### src/rtl/irq_controller.sv
// rtl/irq_controller.sv - Memory-mapped edge-triggered interrupt controller with fixed priority and CAUSE/EOI handshake.
module irq_controller #(
    parameter int          N_SRC     = 4,
    parameter logic [31:0] BASE_ADDR = 32'h40000020
) (
    input  logic             clk,
    input  logic             reset,
    input  logic [N_SRC-1:0] src,
    input  logic             kernel_mode,
    input  logic             irq_take,
    input  logic [31:0]      addr,
    input  logic [31:0]      wdata,
    input  logic             mem_wr,
    input  logic             mem_rd,
    output logic [31:0]      rdata,
    output logic             irq
);

    localparam logic [1:0] OFF_PEND  = 2'd0;
    localparam logic [1:0] OFF_MASK  = 2'd1;
    localparam logic [1:0] OFF_CAUSE = 2'd2;
    localparam logic [1:0] OFF_EOI   = 2'd3;

    typedef enum logic {
        ST_IDLE    = 1'b0,
        ST_SERVICE = 1'b1
    } state_t;

    state_t             state_q, state_d;
    logic [N_SRC-1:0]   src_q, src_d;
    logic [N_SRC-1:0]   pending_q, pending_d;
    logic [N_SRC-1:0]   mask_q, mask_d;
    logic [3:0]         cause_idx_q, cause_idx_d;

    logic [31:0]        offset;
    logic               sel;
    logic [1:0]         reg_idx;
    logic               wr_pend, wr_mask, wr_eoi;
    logic [N_SRC-1:0]   rise;
    logic [N_SRC-1:0]   masked;
    logic               in_service;
    logic               take;
    logic [3:0]         win;
    logic               unused_wdata;

    // Subtracting the base keeps decode correct for any word-aligned base.
    assign offset  = addr - BASE_ADDR;
    assign sel     = (offset[31:4] == 28'd0) && (offset[1:0] == 2'b00);
    assign reg_idx = offset[3:2];

    assign wr_pend = mem_wr && sel && (reg_idx == OFF_PEND);
    assign wr_mask = mem_wr && sel && (reg_idx == OFF_MASK);
    assign wr_eoi  = mem_wr && sel && (reg_idx == OFF_EOI);

    assign unused_wdata = ^wdata;

    assign rise       = src & ~src_q;
    assign masked     = pending_q & mask_q;
    assign in_service = (state_q == ST_SERVICE);
    assign irq        = ~in_service & ~kernel_mode & (|masked);
    assign take       = irq_take & irq;

    always_comb begin
        win = 4'd0;
        for (int i = N_SRC - 1; i >= 0; i--) begin
            if (masked[i]) begin
                win = 4'(i);
            end
        end
    end

    // A new edge always wins so that no event is lost to a concurrent clear.
    always_comb begin
        src_d = src;
        for (int i = 0; i < N_SRC; i++) begin
            if (rise[i]) begin
                pending_d[i] = 1'b1;
            end else if (wr_pend && wdata[i]) begin
                pending_d[i] = 1'b0;
            end else if (take && (win == 4'(i))) begin
                pending_d[i] = 1'b0;
            end else begin
                pending_d[i] = pending_q[i];
            end
        end
        mask_d      = wr_mask ? wdata[N_SRC-1:0] : mask_q;
        cause_idx_d = take ? win : cause_idx_q;
    end

    always_comb begin
        state_d = state_q;
        case (state_q)
            ST_IDLE:    if (take)   state_d = ST_SERVICE;
            ST_SERVICE: if (wr_eoi) state_d = ST_IDLE;
            default:    state_d = ST_IDLE;
        endcase
    end

    always_comb begin
        rdata = 32'h0;
        if (mem_rd && sel) begin
            case (reg_idx)
                OFF_PEND:  rdata = 32'(pending_q);
                OFF_MASK:  rdata = 32'(mask_q);
                OFF_CAUSE: rdata = {in_service, 27'd0, cause_idx_q};
                default:   rdata = 32'h0;
            endcase
        end
    end

    // Edge history resets high so lines already asserted do not fire on release.
    always_ff @(posedge clk) begin
        if (!reset) begin
            state_q     <= ST_IDLE;
            src_q       <= '1;
            pending_q   <= '0;
            mask_q      <= '0;
            cause_idx_q <= 4'd0;
        end else begin
            state_q     <= state_d;
            src_q       <= src_d;
            pending_q   <= pending_d;
            mask_q      <= mask_d;
            cause_idx_q <= cause_idx_d;
        end
    end

endmodule
### config.mk
export PLATFORM = sky130hd
export DESIGN_NAME = irq_controller
export DESIGN_NICKNAME = d
export VERILOG_FILES = /design/src/rtl/irq_controller.sv
export SDC_FILE = /design/constraint.sdc
export NUM_CORES = 1
export LEC_CHECK = 0
export ABC_AREA = 1
export CAP_MARGIN = 20
export CORE_ASPECT_RATIO = 1.25
export CORE_MARGIN = 1.5
export CORE_UTILIZATION = 41
export CTS_CLUSTER_DIAMETER = 50
export CTS_CLUSTER_SIZE = 16
export DETAILED_ROUTE_END_ITERATION = 8
export GPL_TIMING_DRIVEN = 0
export HOLD_SLACK_MARGIN = 0.06
export PLACE_DENSITY = 0.91
export SYNTH_ARGS = -nofsm -noshare
export SYNTH_HDL_FRONTEND = slang
export SYNTH_SLANG_ARGS = --single-unit
### constraint.sdc
create_clock -name clk -period 6.28 [get_ports clk]
set_clock_uncertainty 0.05 [all_clocks]
set_input_delay 1.256 -clock clk [delete_from_list [all_inputs] [get_ports clk]]
set_output_delay 1.256 -clock clk [all_outputs]
set_load 0.005 [all_outputs]
======== Yosys cells after proc, flatten, opt, wreduce, memory -nomap -nowiden ========
Cells that the tools add are included.
word-level totals
  memories kept ........................... 0
  output and inout port bits .............. 33
  bits in latches ......................... 0
  bits in read-only memories .............. 0
  register bits ........................... 17
  RAM bits ................................ 0
operators by class
  muxes and demuxes ....................... 21
  div/mod/pow operators ................... 0
  multipliers ............................. 0
  bitwise logic cells ..................... 8
  equal/unequal tests ..................... 6
  add/sub/neg operators ................... 1
  order comparisons ....................... 0
  shifts and indexed selects .............. 0
  reduce and logical (&&, ||, !) cells .... 23
operator list
  cell                                                                    count
  32-bit case mux with 3 select lines                                     1
  32-bit two-way mux                                                      1
  32-bit by 31-bit subtractor with 32-bit output (second input constant)  1
  28-bit logical NOT                                                      1
  1-bit logical AND                                                       14
  1-bit two-way mux                                                       14
  3-bit nonzero test                                                      4
  4-bit AND                                                               2
  4-bit by 2-bit equality test with 1-bit output (second input constant)  2
  4-bit two-way mux                                                       2
  2-bit equality test (second input constant)                             2
  4-bit by 1-bit equality test with 1-bit output (second input constant)  1
  2-bit logical NOT                                                       2
  4-bit logical NOT                                                       1
  2-bit two-way mux                                                       2
  4-bit NOT                                                               1
  4-bit OR reduction                                                      1
  1-bit AND                                                               3
  2-bit by 1-bit equality test with 1-bit output (second input constant)  1
  1-bit NOT                                                               2
  1-bit case mux with 2 select lines                                      1

======== Logic depth before layout (Yosys ltp) ========
Gate-level depths: netlist (run 1).
  depth in word-level cells ............... 10
  depth in mapped cells ................... 16

======== Worst setup path before layout (run 1) ========
No wires, ideal clock.
  kind .................................... input port to output port
  start point ............................. input addr[5]
  end point ............................... output rdata[0]
  arrival ................................. 2.706 ns
  stages on the path ...................... 12
  data required time ...................... 4.974 ns
  setup slack ............................. 2.268 ns
  path through ............................ inv_1 > ha_1 > nand2_2 > nor2_4 > nand2_1 > o21ai_1 > nand2_1 > nor2_1 > nand3_2 > nor2_8 > nand3_1 > a31oi_1
on the way
  word-level cells in the longest chain between the ends .. 5
ends and longest elaborated chain
  element                                         RTL line  RTL
  from (decl)                                     11        input logic [31:0] addr,
  32-bit by 31-bit subtractor with 32-bit output  47        assign offset = addr - BASE_ADDR;
  28-bit logical NOT                              48        assign sel = (offset[31:4] == 28'd0) && (offset[1:0] == 2'b00);
  1-bit logical AND                               48
  1-bit logical AND                               101       if (mem_rd && sel) begin
  32-bit two-way mux                              101
  to (decl)                                       15        output logic [31:0] rdata,
Every way passes these cells.

======== Worst setup path in the final report (run 1) ========
Same ends and word-level chain as after synthesis.

==> impl_results.md, run 1 <==
- Critical Path Most Common Cell: nand2_1
- Final setup violating endpoints: 0
- Vias per cell: roughly 4.6
- Postcts setup bufs: 0
- Dpl hpwl: between 3000 and 4000 um
- Slew Viols, Final: 0
- Antenna Violating Nets Remaining: 0
- Clock latency on the worst-skew pair: ~0.25 ns
- Sequential cell fraction of total power: 0.378
- RSZ-0062 raised after global routing: false
- Number of gates resized after cts: 0
- Hold Vio Cnt, Final: 0
- Sw frac: 0.281
- Crit path time final: 5.16 ns
- # IOs: approximately 110
- CP max stage cell: clkdlybuf4s50_1
- Rel. slew slack: 0.645
- Worst min-delay path class: reg2reg
- Worst setup SP type: primary input
- N_diodes: 0
- Initial core utilization: 0.426
- Die Wd: approximately 61 um
- Core area: between 0.004 and 0.005 mm^2
- Outcome: completed
- Max clock buf depth: 2
- PortBufs: 51
- Worst Path Buf+Inv: 3
- Largest net degree at the start of global routing: 11
- Critical Path Fanout Max: 8
- Power Internal: between 0.15 and 0.2 mW
- Largest stage delay on the critical path: roughly 0.52 ns
- Max_cap viols: 0
- 1st-iter DRT viols: slightly above 90
- Drc violations: 0
- DIE HEIGHT: roughly 76 um
- Crit path max-delay family: simple AND/OR/NAND/NOR gates
- Nets@finish: 466
- Row count: 26
- Fmax achieved: roughly 0.19 GHz
- NetSw: between 0.07 and 0.08 mW
- Post-Syn Area: approximately 0.0017 mm^2
- Num CTS Buffers: 3
- Wire length per cell: about 10 um
- Ys Warns: 0
- Die Area: 0.00462 mm^2
- CTS H-Tree Depth: 1
- Root buffer cell: clkbuf_8
- Final Cell Area: around 0.0025 mm^2
- Final TNS setup: 0 ns
- Clk pin slew, worst setup/hold paths: around 0.06 ns
- Clk pwr share: 0.299
- Netlist cell types: 28
- Final period util: 0.822
- Crit Path Category: in2out
- Cts hold-fix bufs: 0
- Final wirelength: about 4600 um
- Layout area overhead: 41.8%
- Worst Path Required: roughly 5 ns
- Placed Area: roughly 0.0024 mm^2
- Via count: ~2.0k
- Pwr Density: 107 mW/mm^2
- Grt total ovfl: 0
- Logic pwr share: 0.323
- CP Capture Type: output port
- Post-synthesis sequential area ratio: 0.173
- Leak: 1.16 nW
- First-pass GRT wire length: 7180 um
- TritonCTS clock tree: built
- Peak VDD IR: about 130 uV
- Syn Inst Count: ~300
- Initial antenna violation count: 0
- Vias in the first global route: approximately 1.8k
- Share of layout cells above drive strength 1: 0.141
- Avg Cell Area, Syn: 5.60 um^2
- Synthesized flop and latch total: 15
- Worst path cell trace: clkdlybuf4s50_1 -> inv_1 -> ha_1 -> nand2_2 -> nor2_4 -> nand2_1 -> nand2_1 -> nand2_1 -> nor2_1 -> nand2_1 -> nor2_1 -> nand2_2 -> nor2_8 -> nand3_1 -> a31oi_1 -> clkdlybuf4s50_1
- TritonRoute pass-1 iters: 4
- GP Congestion: approximately 0.94
- Worst EP arrival: 3.86 ns
- GRT Util Overall: 0.200
- # clock sinks: 15
- Slew @ Worst Pin: 0.531 ns
[layer usage]
layer	vias up	GRT usage	share of wire
met5	-	0	0
met2	74	0.392	0.52
li1	1074	-	-
met4	0	0.0821	0.032
met1	882	0.214	0.39
met3	13	0.0119	0.056
[cell type report]
type	instances	area, um^2
plain buffers	28	206
inverters	35	131
repair buffers	51	510
flip-flops and latches	15	300
multi-input cells	257	1190
clock buffers	4	45.0
well taps	56	70.1
fillers	389	1610
[power groups by stage]
| stage | Sequential, mW | Clock, mW | Combinational [mW] |
|---|---|---|---|
| final | 0.0995 | 0.0787 | 0.0850 |
| after global routing | 0.0997 | 0.0825 | 0.0942 |
| after CTS | 0.0994 | 0.0775 | 0.0841 |
| after detailed placement | 0.101 | 0 | 0.0835 |
| after global placement | 0.101 | 0 | 0.0828 |
| after floorplan | 0.101 | 0 | 0.0420 |
[state kept, by name, summed over array words and instances, names as in the netlist]
name / flops
mask_q: 4
in_service: 1
cause_idx_q: 2
src_q: 4
pending_q: 4
[per-stage QoR]
stage,hold slack [ns],total power [mW],utilization,cells,setup slack (ns)
finish,0.423,0.263,0.604,446,1.12
floorplan,0.396,0.143,-,335,2.27
detailed placement,0.416,0.185,0.593,442,1.11
CTS,0.425,0.261,0.604,446,1.11
global route,0.453,0.276,0.604,446,0.875
global placement,0.408,0.184,0.593,442,1.14
[cell families (layout without fill, tap and decap cells)]
| group | Yosys count | after routing | synth area share |
|---|---|---|---|
| AO/OA/AOI/OAI | 22 | 22 | 0.0686 |
| buffers and inverters | 63 | 118 | 0.195 |
| adder cells (fa/ha/maj) | 1 | 1 | 0.00722 |
| other | 1 | 27 | 0.00217 |
| flip-flops | 15 | 15 | 0.173 |
| XOR/XNOR | 2 | 2 | 0.0101 |
| AND/OR/NAND/NOR | 205 | 205 | 0.543 |
[final timing paths]
check | start | to | slack, ns | cells past startpoint
setup / recovery | addr[5] | rdata[0] | 1.12 | 16
hold / removal | cause_idx_q[1] | cause_idx_q[1] | 0.42 | 2
setup reg to reg | mask_q[0] | pending_q[1] | 4.60 | 11
hold reg to reg | cause_idx_q[1] | cause_idx_q[1] | 0.42 | 2
[worst min-delay path, delay by kind of cell, from the launching register on]
family | cells | cell delay (ns)
AO/OA/AOI/OAI | 1 | 0.06
flip-flops | 1 | 0.31
AND/OR/NAND/NOR | 1 | 0.06
[cell usage in the layout (no fill, tap or decap), types with 3 or more instances in the layout]
cell / instances
a21oi_1: 11
a31oi_1: 3
buf_4: 27
clkbuf_8: 3
clkdlybuf4s50_1: 51
conb_1: 27
dfxtp_1: 15
inv_1: 35
nand2_1: 94
nand2_2: 4
nand3_1: 22
nand4_1: 9
nor2_1: 51
nor2_2: 10
nor2_4: 4
o21ai_0: 4
or2_2: 4
[Yosys cell counts]
master     n  area, um^2
o21ai_1    2        10.0
nand2_1   94         353
or2_2      4        25.0
nand3_4    1        17.5
nor2_2    10        62.6
xnor2_1    1        8.76
a21oi_1   11        55.1
dfxtp_1   15         300
nor2_8     1        20.0
nand2_2    4        25.0
buf_4     27         203
a21boi_0   1        7.51
and2_1     2        12.5
nand3_1   22         110
nor3_1     1        5.00
nand4_1    9        56.3
nor2_1    51         191
ha_1       1        12.5
conb_1     1        3.75
xor2_1     1        8.76
nor2_4     4        45.0
inv_1     35         131
nand3b_1   1        7.51
o21bai_1   1        7.51
clkbuf_1   1        3.75
nand3_2    1        10.0
a31oi_1    3        18.8
o21ai_0    4        20.0
No activity file was read; power rests on OpenSTA's default activity.
==> run 2: changes to the inputs <==
--- a/config.mk
+++ b/config.mk
@@ -9,13 +9,13 @@
 export CAP_MARGIN = 20
 export CORE_ASPECT_RATIO = 1.25
 export CORE_MARGIN = 1.5
-export CORE_UTILIZATION = 41
+export CORE_UTILIZATION = 34
 export CTS_CLUSTER_DIAMETER = 50
 export CTS_CLUSTER_SIZE = 16
 export DETAILED_ROUTE_END_ITERATION = 8
 export GPL_TIMING_DRIVEN = 0
 export HOLD_SLACK_MARGIN = 0.06
-export PLACE_DENSITY = 0.91
+export PLACE_DENSITY = 0.81
 export SYNTH_ARGS = -nofsm -noshare
 export SYNTH_HDL_FRONTEND = slang
 export SYNTH_SLANG_ARGS = --single-unit
==> constraint.sdc (replaced) <==
create_clock -name clk -period 4.2 [get_ports clk]
set_clock_uncertainty 0.05 [all_clocks]
set_input_delay 0.84 -clock clk [delete_from_list [all_inputs] [get_ports clk]]
set_output_delay 0.84 -clock clk [all_outputs]
set_load 0.005 [all_outputs]
==> impl_results.md, run 2 (same netlist as run 1, synthesis figures left out) <==
- Critical Path Most Common Cell: nand2_1
- Max clock buf depth: 2 (unchanged)
- DIE HEIGHT: 82.8 um (+9.4%)
- Commonest non-fill, non-tap cell in the layout: nand2_1
- Sequential cell fraction of total power: 0.375 (-0.003)
- GP Congestion: 0.960 (+1.9%)
- FF/Latch Area: 300 um^2 (unchanged)
- Overall power: 0.395 mW (+50%)
- Largest stage delay on the critical path: 0.52 ns (about the same)
- Vias per cell: 4.48 (-2.2%)
- Largest net degree at the start of global routing: 11 (unchanged)
- Cts hold-fix bufs: 0 (unchanged)
- Final period util: 0.900
- CP max stage cell: clkdlybuf4s50_1
- Final setup violating endpoints: 0 (unchanged)
- Multi-input logic area: 0.00123 mm^2 (+2.9%)
- Nets@finish: 468 (+0.43%)
- GRT Util Overall: 0.169 (-0.0314)
- First-pass GRT wire length: 7470 um (+4.1%)
- Power Internal: 0.283 mW (+49%)
- Root buffer cell: clkbuf_8
- PortBufs: 51 (unchanged)
- RSZ-0062 raised after global routing: false
- Num CTS Buffers: 3 (unchanged)
- Worst Path Required: 3.31 ns (-1.66 ns)
- Leak: 1.27 nW (+9.2%)
- Top Registers: mask_q: 4 flops, pending_q: 4 flops, src_q: 4 flops
- Slew Viols, Final: 0 (unchanged)
- Die Area: 0.00553 mm^2 (+20%)
- Final wirelength: 4510 um (-1.8%)
- Crit path time final: roughly 3.8 ns
- Peak VDD IR: 211 uV (+62%)
- 1st-iter DRT viols: 120 (+32%)
- Layout area overhead: 45.7%
- Final Cell Area: 0.00252 mm^2 (+2.8%)
- Max_cap viols: 0 (unchanged)
- NetSw: 0.113 mW (+52%)
- Core area: 0.00483 mm^2 (+19%)
- Placed Area: 0.00241 mm^2 (+0.21%)
- Initial core utilization: 0.358 (-0.0677)
- Layout Utilization: 0.522 (-0.0817)
- Worst Path Buf+Inv: 2 (-1)
- Post-route setup slack: 0.422 ns (-0.695 ns)
- Dpl hpwl: 3650 um (-4.2%)
- Pre-CTS WS: -0.148 ns (-1.26 ns)
- Wire length per cell: 9.99 um (-3.1%)
- Worst path cell trace: clkdlybuf4s50_1 -> nor2_4 -> nand2_1 -> nor2_4 -> nand2_1 -> nand2_1 -> nand2_1 -> nor2_1 -> nand2_1 -> nor2_2 -> nand2_2 -> nor2_8 -> nand2_1 -> a21oi_1 -> dlymetal6s2s_1
- N_diodes: 0 (unchanged)
- Hold Worst Slack: 0.416 ns (-0.00739 ns)
- Crit path max-delay family: simple AND/OR/NAND/NOR gates
- CP Capture Type: output port
- Clock latency on the worst-skew pair: 0.25 ns (about the same)
- Hold Vio Cnt, Final: 0 (unchanged)
- Worst min-delay path class: reg2reg
- Initial antenna violation count: 0 (unchanged)
- Critical Path Fanout Max: 5 (-3)
- Sw frac: 0.285 (+0.00396)
- Worst EP arrival: 2.89 ns (-0.97 ns)
- Most frequent cells in the layout: nand2_1, nor2_1, clkdlybuf4s50_1, inv_1, buf_4
- Grt total ovfl: 0 (unchanged)
- Share of layout cells above drive strength 1: 0.163 (+0.0222)
- # IOs: 107 (unchanged)
- Outcome: completed
- Number of fill cells: 500 (+29%)
- Worst setup SP type: primary input
- Via count: 2025 (-0.88%)
- Row count: 28 (+7.7%)
- TritonRoute pass-1 iters: 4 (unchanged)
- Die Wd: 66.8 um (+9.3%)
- Pwr Density: 157 mW/mm^2 (+46%)
- Clk pwr share: 0.297 (-0.002)
- Rel. slew slack: 0.634 (-0.0105)
- Logic pwr share: 0.328 (+0.005)
- Antenna Violating Nets Remaining: 0 (unchanged)
- Fmax achieved: roughly 0.26 GHz
- # clock sinks: 15 (unchanged)
- CTS H-Tree Depth: 1 (unchanged)
- Crit Path Category: in2out
- Slew @ Worst Pin: 0.547 ns (+0.0157 ns)
- Vias in the first global route: 1895 (+5.5%)
- Reg2reg setup slack: 2.53 ns (-2.07 ns)
- Drc violations: 0 (unchanged)
- TritonCTS clock tree: built
- Clk pin slew, worst setup/hold paths: 0.07 ns (about the same)
run 2: cell count changes in the layout (fill, tap and decap cells not counted), moves of 2 or more:
cell	delta
buf_4	+2
clkdlybuf4s50_1	-5
dlymetal6s2s_1	+5
nor2_1	-3
nor2_4	+2
run 2: timing repair:
action	CTS	global route
pin swaps	2	1
gates resized for setup	4	10
setup endpoints to repair	5	5
setup buffers	2	0
run 2: area by class of cell:
cell class              instances  area share
clock inverters                 1     0.00198
well taps                      60      0.0297
plain buffers                  28      0.0818
clock buffers                   3      0.0164
flip-flops and latches         15       0.119
inverters                      35      0.0521
repair buffers                 53       0.213
multi-input cells             257       0.486
run 2: through the flow:
step	std cells	TNS (ns)
after floorplan	335	0
final	452	0
after global routing	452	0
after global placement	446	-0.344
after detailed placement	446	-0.533
after CTS	452	0
run 2: path summary, 6_finish.rpt:
kind              from           end  depth (start not counted)
max           addr[19]      rdata[3]                         15
min           src_q[1]  pending_q[1]                          3
max reg2reg  mask_q[0]  pending_q[1]                         11
min reg2reg   src_q[1]  pending_q[1]                          3
run 2: power by group through the flow:
| stage | registers, mW | clock network, mW | logic [mW] |
|---|---|---|---|
| floorplan | 0.151 | 0 | 0.0628 |
| global placement | 0.151 | 0 | 0.123 |
| detailed placement | 0.151 | 0 | 0.125 |
| CTS | 0.148 | 0.118 | 0.128 |
| global route | 0.149 | 0.125 | 0.145 |
| finish | 0.148 | 0.117 | 0.130 |
run 2: per-layer routing:
layer | routed length (um) | vias to the layer above | share of wire | track usage
met2 | 2350 | 67 | 0.52 | 0.335
li1 | - | 1078 | - | -
met4 | 88 | 0 | 0.019 | 0.0653
met3 | 293 | 11 | 0.065 | 0.0229
met1 | 1790 | 869 | 0.40 | 0.176
met5 | 0 | - | 0 | 0
run 2: tightest hold or removal path, stage by stage (launching register included):
cell and delay (ns):
dfxtp_1 0.30, inv_1 0.03, nand2_1 0.04, a21oi_1 0.05
